--- src/rtl/capdriver_seq_if.sv ---
// Bundles the capacitor-DAC driver's request inputs and switch/status outputs.
// The master side issues requests; the slave side is the sequencer itself.
interface capdriver_seq_if #(
    parameter int unsigned Ndac = 16
);
    logic [Ndac-1:0] dac_state;
    logic            dac_drive_invert;
    logic            load;
    logic            clear;
    logic [Ndac-1:0] dac_drive_p;
    logic [Ndac-1:0] dac_drive_n;
    logic            busy;
    logic            done;

    modport master (
        output dac_state, dac_drive_invert, load, clear,
        input  dac_drive_p, dac_drive_n, busy, done
    );

    modport slave (
        input  dac_state, dac_drive_invert, load, clear,
        output dac_drive_p, dac_drive_n, busy, done
    );
endinterface

--- src/rtl/capdriver_seq.sv ---
// Break-before-make sequencer for capacitor-DAC bottom-plate switches.
// Bits that change are first opened (p=n=0) for DEAD cycles, then all bits
// are driven to the new code, then the array settles for SETTLE cycles
// before done pulses.
module capdriver_seq #(
    parameter int unsigned     Ndac       = 16,
    parameter int unsigned     DEAD       = 1,
    parameter int unsigned     SETTLE     = 2,
    parameter logic [Ndac-1:0] RESET_CODE = {1'b1, {(Ndac-1){1'b0}}}
) (
    input  logic                  clk,
    input  logic                  rst_n,
    capdriver_seq_if.slave        bus
);

    // One counter serves both phases, so it must hold the larger of the two.
    localparam int unsigned MAXC = (DEAD > SETTLE) ? DEAD : SETTLE;
    localparam int unsigned CW   = (MAXC < 2) ? 1 : $clog2(MAXC + 1);
    localparam logic [CW-1:0] DEAD_C   = CW'(DEAD);
    localparam logic [CW-1:0] SETTLE_C = CW'(SETTLE);
    localparam logic [CW-1:0] ONE_C    = CW'(1);

    typedef enum logic [1:0] {
        ST_IDLE   = 2'd0,
        ST_BREAK  = 2'd1,
        ST_SETTLE = 2'd2
    } state_t;

    state_t          state_q, state_d;
    logic [CW-1:0]   cnt_q, cnt_d;
    logic [Ndac-1:0] target_q, target_d;
    logic [Ndac-1:0] p_q, p_d;
    logic [Ndac-1:0] n_q, n_d;
    logic            busy_q, busy_d;
    logic            done_q, done_d;

    logic            accept;
    logic [Ndac-1:0] new_target;
    logic [Ndac-1:0] changed;

    // clear is honoured in every state; load only when no update is running.
    assign accept     = bus.clear | (bus.load & (state_q == ST_IDLE));
    assign new_target = bus.clear ? RESET_CODE
                      : (bus.dac_drive_invert ? ~bus.dac_state : bus.dac_state);
    // A bit is already correct only if p matches the target and n its inverse;
    // a bit left open by an aborted update therefore counts as changed.
    assign changed    = ~((p_q ~^ new_target) & (n_q ^ new_target));

    // Next-state, drive and status computation for the update sequence.
    always_comb begin
        state_d  = state_q;
        cnt_d    = cnt_q;
        target_d = target_q;
        p_d      = p_q;
        n_d      = n_q;
        done_d   = 1'b0;

        if (accept) begin
            target_d = new_target;
            cnt_d    = ONE_C;
            if (DEAD == 0) begin
                p_d     = new_target;
                n_d     = ~new_target;
                state_d = ST_SETTLE;
            end else begin
                p_d     = p_q & ~changed;
                n_d     = n_q & ~changed;
                state_d = ST_BREAK;
            end
        end else begin
            case (state_q)
                ST_BREAK: begin
                    if (cnt_q == DEAD_C) begin
                        p_d     = target_q;
                        n_d     = ~target_q;
                        cnt_d   = ONE_C;
                        state_d = ST_SETTLE;
                    end else begin
                        cnt_d = cnt_q + ONE_C;
                    end
                end
                ST_SETTLE: begin
                    if (cnt_q == SETTLE_C) begin
                        cnt_d   = '0;
                        done_d  = 1'b1;
                        state_d = ST_IDLE;
                    end else begin
                        cnt_d = cnt_q + ONE_C;
                    end
                end
                default: begin
                    cnt_d = '0;
                end
            endcase
        end

        busy_d = (state_d != ST_IDLE);
    end

    // State and registered outputs; reset parks the switches at RESET_CODE.
    always_ff @(posedge clk or negedge rst_n) begin
        if (!rst_n) begin
            state_q  <= ST_IDLE;
            cnt_q    <= '0;
            target_q <= RESET_CODE;
            p_q      <= RESET_CODE;
            n_q      <= ~RESET_CODE;
            busy_q   <= 1'b0;
            done_q   <= 1'b0;
        end else begin
            state_q  <= state_d;
            cnt_q    <= cnt_d;
            target_q <= target_d;
            p_q      <= p_d;
            n_q      <= n_d;
            busy_q   <= busy_d;
            done_q   <= done_d;
        end
    end

    assign bus.dac_drive_p = p_q;
    assign bus.dac_drive_n = n_q;
    assign bus.busy        = busy_q;
    assign bus.done        = done_q;

endmodule
--- src/flat_wrapper.sv ---
// flat-port wrapper written by rule: the top's interface ports become plain ports
module capdriver_seq_flat 
#(
    parameter int unsigned     Ndac       = 16,
    parameter int unsigned     DEAD       = 1,
    parameter int unsigned     SETTLE     = 2,
    parameter logic [Ndac-1:0] RESET_CODE = {1'b1, {(Ndac-1){1'b0}}}
)
  (clk, rst_n, bus_dac_state, bus_dac_drive_invert, bus_load, bus_clear, bus_dac_drive_p, bus_dac_drive_n, bus_busy, bus_done);
  capdriver_seq_if #(.Ndac(Ndac)) bus_i ();
  input  logic clk;
  input  logic rst_n;
  input wire logic [$bits(bus_i.dac_state)-1:0] bus_dac_state;
  input wire logic [$bits(bus_i.dac_drive_invert)-1:0] bus_dac_drive_invert;
  input wire logic [$bits(bus_i.load)-1:0] bus_load;
  input wire logic [$bits(bus_i.clear)-1:0] bus_clear;
  output wire logic [$bits(bus_i.dac_drive_p)-1:0] bus_dac_drive_p;
  output wire logic [$bits(bus_i.dac_drive_n)-1:0] bus_dac_drive_n;
  output wire logic [$bits(bus_i.busy)-1:0] bus_busy;
  output wire logic [$bits(bus_i.done)-1:0] bus_done;
  assign bus_i.dac_state = bus_dac_state;
  assign bus_i.dac_drive_invert = bus_dac_drive_invert;
  assign bus_i.load = bus_load;
  assign bus_i.clear = bus_clear;
  assign bus_dac_drive_p = bus_i.dac_drive_p;
  assign bus_dac_drive_n = bus_i.dac_drive_n;
  assign bus_busy = bus_i.busy;
  assign bus_done = bus_i.done;
  capdriver_seq #(.Ndac(Ndac), .DEAD(DEAD), .SETTLE(SETTLE), .RESET_CODE(RESET_CODE)) u_core (.clk(clk), .rst_n(rst_n), .bus(bus_i));
endmodule
--- config.mk ---
export PLATFORM = sky130hd
export DESIGN_NAME = capdriver_seq_flat
export DESIGN_NICKNAME = d
export VERILOG_FILES = /design/src/rtl/capdriver_seq_if.sv /design/src/rtl/capdriver_seq.sv /design/src/flat_wrapper.sv
export SDC_FILE = /design/constraint.sdc
export NUM_CORES = 1
export LEC_CHECK = 0
export BUFFER_PORTS_ARGS = -buffer_cell sky130_fd_sc_hd__buf_4
export CORE_UTILIZATION = 50
export DETAILED_ROUTE_END_ITERATION = 12
export GPL_TIMING_DRIVEN = 0
export PLACE_DENSITY = 0.72
export REMOVE_ABC_BUFFERS = 1
export SETUP_SLACK_MARGIN = 0.5
export SLEW_MARGIN = 20
export SYNTH_ARGS = -nofsm -noshare
export SYNTH_HDL_FRONTEND = slang
export SYNTH_SLANG_ARGS = --single-unit
--- constraint.sdc ---
create_clock -name clk -period 1.6 [get_ports clk]
set_clock_uncertainty 0.1 [all_clocks]
set_input_delay 0.32 -clock clk [delete_from_list [all_inputs] [get_ports clk]]
set_output_delay 0.32 -clock clk [all_outputs]
set_load 0.01 [all_outputs]
* After elaboration in Yosys (flattened, before gate mapping)
Cells that the tools add are included.
Storage, ports and cells: bits in registers 54, latch bits 0, bits in writable memories 0, ROM bits 0, input port bits 21, output and inout port bits 34, word-level logic and storage cells 47, memories 0
Operators by class: $add $sub $neg 1, multiply operators 0, div/mod/pow operators 0, $lt $le $gt $ge 0, equal/unequal tests 4, shift operators 0, multiplexer cells 19, bitwise logic cells 11, reduce and logical (&&, ||, !) cells 5
Operators with widths (number):
- 16-bit 2-to-1 mux | 8
- 16-bit inverter | 4
- 16-bit AND | 3
- 16-bit bitwise XNOR | 1
- 16-bit XOR | 1
- 2-bit 2-to-1 mux | 6
- 2-bit one-hot mux with 2 select lines | 2
- 2-bit nonzero test | 3
- 2-bit by 1-bit equality test with 1-bit output (second input constant) | 2
- 2-bit equality test (second input constant) | 2
- 1-bit 2-to-1 mux | 3
- 2-bit by 1-bit adder with 2-bit output (second input constant) | 1
- 2-bit zero test | 1
- 2-bit AND reduction | 1
- 1-bit AND | 1
- 1-bit OR | 1

* Depth between registers and ports, before layout
depth after elaboration 9, depth in mapped cells 8, mapped depth without buffers 6

* Worst setup path before layout
OpenSTA, ideal clock, no wires.
kind flip-flop to flip-flop, start register u_core.state_q[1], end register u_core.p_q[15] (netlist: u_core.bus.dac_drive_p[15]), setup time 79 ps, arrival 1401 ps, required time 1421 ps, slack 19 ps, stages on the path, launching flop included 8, buffers on the path 1, period minus slack after synthesis 1581 ps, cells stage by stage dfrtp_1 -> inv_1 -> ha_1 -> and2_1 -> buf_6 -> a21oi_1 -> o22ai_1 -> a22o_2
On the way: cells in the longest elaborated chain, start to end 5, elaborated cells between the ends (all ways) 8, those cells by class eq/ne: 1; mux: 1; bitwise: 2; reduce/logical: 4
RTL lines:
- start: declaration | RTL line capdriver_seq.sv:29 | state_t state_q, state_d;
- start signal: assignment | RTL line capdriver_seq.sv:111 | state_q <= state_d;
- 2-bit zero test | RTL line capdriver_seq.sv:42 | assign accept = bus.clear | (bus.load & (state_q == ST_IDLE));
- 1-bit AND | RTL line capdriver_seq.sv:42
- 1-bit OR | RTL line capdriver_seq.sv:42
- 2-bit nonzero test (no source line)
- 2-bit AND reduction (no source line)
- end signal: assignment | RTL line capdriver_seq.sv:114 | p_q <= p_d;
- end: declaration | RTL line capdriver_seq.sv:32 | logic [Ndac-1:0] p_q, p_d;
Several ways; a longest one is shown, not always the timed one. A chain may end at the register's enable or synchronous reset.

* Worst setup path in the final report
start register u_core.state_q[0], end register u_core.p_q[15] (netlist: u_core.bus.dac_drive_p[15])
Same word-level chain as after synthesis.

==> results.json <==
{
  "setup_slack_ns": -0.05749,
  "fmax_mhz": 603.3,
  "wl_per_cell_um": 17.61,
  "worstPathRequired_ns": 1.75,
  "cts_tree": "yes",
  "cp_max_fo": 5,
  "cap_viol_max_count": 0,
  "grt_overflow": 0,
  "worst_pin_slew_ns": 0.7123,
  "initial_core_util": 0.5226,
  "ys_types": 40,
  "leakagePower_uw": 0.001960,
  "violations": "negative hold slack, negative setup slack",
  "synthToLayoutAreaGrowth_pct": 47.62,
  "setup.worst_path.end_class": "register",
  "cts_max_level": 2,
  "ios": 55,
  "min_period_ns": 1.657,
  "rsz0062_at_grt": "yes",
  "synth.avg_cell_area_um2": 9.881,
  "clockRootBuffer": "clkbuf_8",
  "clockBufferDepth": 2,
  "track_usage": 0.2687,
  "ys_seq_area_frac": 0.4741,
  "hold_violations": 37,
  "vias": 2723,
  "antenna_cells": 0,
  "routed_wl_um": 8310,
  "path_class": "reg2reg",
  "synth_seq_cells": 54,
  "post-place-ws_ns": -0.7286,
  "hold_class": "in2async",
  "layout-drive-gt1-share": 0.4750,
  "dpl.cell_count": 403,
  "via_per_inst": 5.769,
  "status": "complete, but fails checks",
  "drt_iter0_drc": 193,
  "min_period_over_period": 1.036,
  "antenna_found_initial": 0,
  "final_max_slew_viol_count": 0,
  "coreArea_um2": 5540,
  "final_common_cell": "buf_4",
  "first_pass_iters": 5,
  "postRouteAntennaNets": 0,
  "p_per_area_nw_per_um2": 1562,
  "drc": 0,
  "slew_headroom": 0.5251,
  "power.total_uw": 6676,
  "final_cell_mix": "buf_4 (69), buf_6 (41), dfrtp_1 (37), nand2_1 (33), nor2_1 (30)",
  "cts.sinks": 54,
  "cp.arrival_ns": 1.81,
  "place.gp.congestion": 0.7942,
  "die_area_um2": 6099,
  "peakVddDrop_mv": 1.296,
  "layout.cells.non_filler": 472,
  "clock_latency_ns": 0.31,
  "fin_nets": 423,
  "yosys_warnings": 0,
  "synth_cells": 293,
  "grt_pass1_vias": 2690,
  "port_buffers": 54,
  "die_x_um": 78.10,
  "grt_max_degree": 55,
  "synth_area_um2": 2895,
  "grt_pass1_wl_um": 12780,
  "critPathLaunchType": "register",
  "rows": 27,
  "die_height_um": 78.10,
  "cts_buffers": 5,
  "worst_hold_slack_ns": -0.07092,
  "clk_pin_slew_ns": 0.10,
  "setup_violations": 29,
  "hpwl_um": 4131
}
through the flow:
stage / instance area [µm²] / setup TNS (ns) / hold slack, ns / util
floorplan: 2753 / -3.759 / -0.07559 / -
global placement: 3248 / -22.67 / 0.3137 / 0.5863
detailed placement: 3248 / -25.45 / 0.3079 / 0.5863
CTS: 3988 / 0 / -0.03727 / 0.7197
global route: 4274 / -1.764 / -0.02570 / 0.7715
finish: 4274 / -0.6114 / -0.07092 / 0.7715
metal layers:
| layer | global-route usage | vias to the layer above | wire, µm |
|---|---|---|---|
| li1 | - | 1237 | - |
| met1 | 0.3455 | 1367 | 3498 |
| met2 | 0.4570 | 103 | 4192 |
| met3 | 0.05233 | 16 | 468 |
| met4 | 0.08333 | 0 | 150 |
| met5 | 0 | - | 0 |
flip-flops by register name, indices dropped and copies added (netlist names):
register and count:
u_core.state_q 2, u_core.target_q 16, u_core.bus.done 1, u_core.bus.busy 1, u_core.bus.dac_drive_p 16, u_core.cnt_q 2
u_core.bus.dac_drive_n 16
final timing paths:
| kind | start | to | cells past startpoint | slack, ns |
|---|---|---|---|---|
| setup / recovery | u_core.state_q[0] | u_core.bus.dac_drive_p[15] | 6 | -0.06 |
| hold / removal | rst_n | u_core.bus.dac_drive_p[6] | 1 | -0.07 |
| setup reg to reg | u_core.state_q[0] | u_core.bus.dac_drive_p[15] | 6 | -0.06 |
| hold reg to reg | u_core.target_q[2] | u_core.bus.dac_drive_n[2] | 1 | 0.38 |
| max in group asynchronous | rst_n | u_core.target_q[0] | 1 | 0.98 |
| min in group clk | bus_dac_state[6] | u_core.target_q[6] | 4 | 0.23 |
Yosys cell counts:
| library cell | number | area, µm² |
|---|---|---|
| o31ai_1 | 2 | 15.01 |
| dfrtp_1 | 37 | 925.9 |
| o211ai_1 | 15 | 112.6 |
| and2b_2 | 1 | 8.760 |
| and2_1 | 1 | 6.260 |
| a21o_1 | 1 | 7.510 |
| buf_6 | 6 | 67.56 |
| nor3_1 | 18 | 90.09 |
| ha_1 | 3 | 37.54 |
| a211oi_1 | 1 | 7.510 |
| o21ai_1 | 9 | 45.04 |
| nand3b_4 | 1 | 20.02 |
| clkbuf_2 | 2 | 10.01 |
| buf_2 | 2 | 10.01 |
| a22o_2 | 1 | 10.01 |
| o22ai_1 | 2 | 12.51 |
| nor3b_2 | 3 | 37.54 |
| nor2b_1 | 1 | 6.260 |
| nor2_1 | 32 | 120.1 |
| xor2_1 | 16 | 140.1 |
| a21o_4 | 1 | 15.01 |
| nand2b_1 | 2 | 12.51 |
| a21oi_1 | 1 | 5.000 |
| clkbuf_1 | 4 | 15.01 |
| o21bai_1 | 15 | 112.6 |
| nand3b_1 | 15 | 112.6 |
| a22oi_1 | 1 | 7.510 |
| and3_1 | 2 | 12.51 |
| inv_1 | 4 | 15.01 |
| nand2_1 | 34 | 127.6 |
| nor3b_1 | 12 | 90.09 |
| a2bb2oi_1 | 1 | 8.760 |
| nand2_4 | 1 | 11.26 |
| dfstp_2 | 17 | 446.7 |
| and3b_4 | 1 | 12.51 |
| nor2_8 | 1 | 20.02 |
| nor2_4 | 1 | 11.26 |
| buf_12 | 2 | 40.04 |
| nor2b_4 | 1 | 13.76 |
| o21ai_0 | 23 | 115.1 |
layout make-up:
type | instances | area [µm²]
Multi-Input combinational cell | 221 | 1665
Clock inverter | 1 | 5.005
Sequential cell | 54 | 1373
Clock buffer | 7 | 86.33
Timing Repair Buffer | 113 | 1040
Inverter | 4 | 15.01
Tap cell | 72 | 90.09
Fill cell | 371 | 1266
power breakdown:
group	internal, µW	switching (µW)	leakage [µW]
logic	1880	1900	0.00123
registers	1790	297	0.000677
clock network	351	457	0.0000482
total	4020	2660	0.00196
critical path, cell delays in order (launching register included):
cell     delay [ns]
dfrtp_1        0.42
buf_4          0.16
ha_4           0.16
and3b_4        0.23
nor2b_4        0.15
buf_4          0.13
a22o_2         0.25
cells by family (layout without fill, tap and decap cells):
group                      Yosys count  after routing  share of synthesized area
AOI/OAI and AO/OA                   73             73                     0.1638
adders and majority gates            3              3                    0.01297
xor gates and xnor gates            16             16                    0.04840
and+or+nand+nor                    127            129                     0.2463
buffers and inverters               20            125                    0.05445
DFF                                 54             54                     0.4741
what timing repair did:
item	4_1_cts	5_1_grt
pin swaps	7	10
buffers inserted	46	13
endpoints found under the setup margin	88	88
gates cloned	1	1
gates resized for setup	80	35
hold endpoints to repair	37	32
Note: power is estimated with default switching activity, not from simulation.
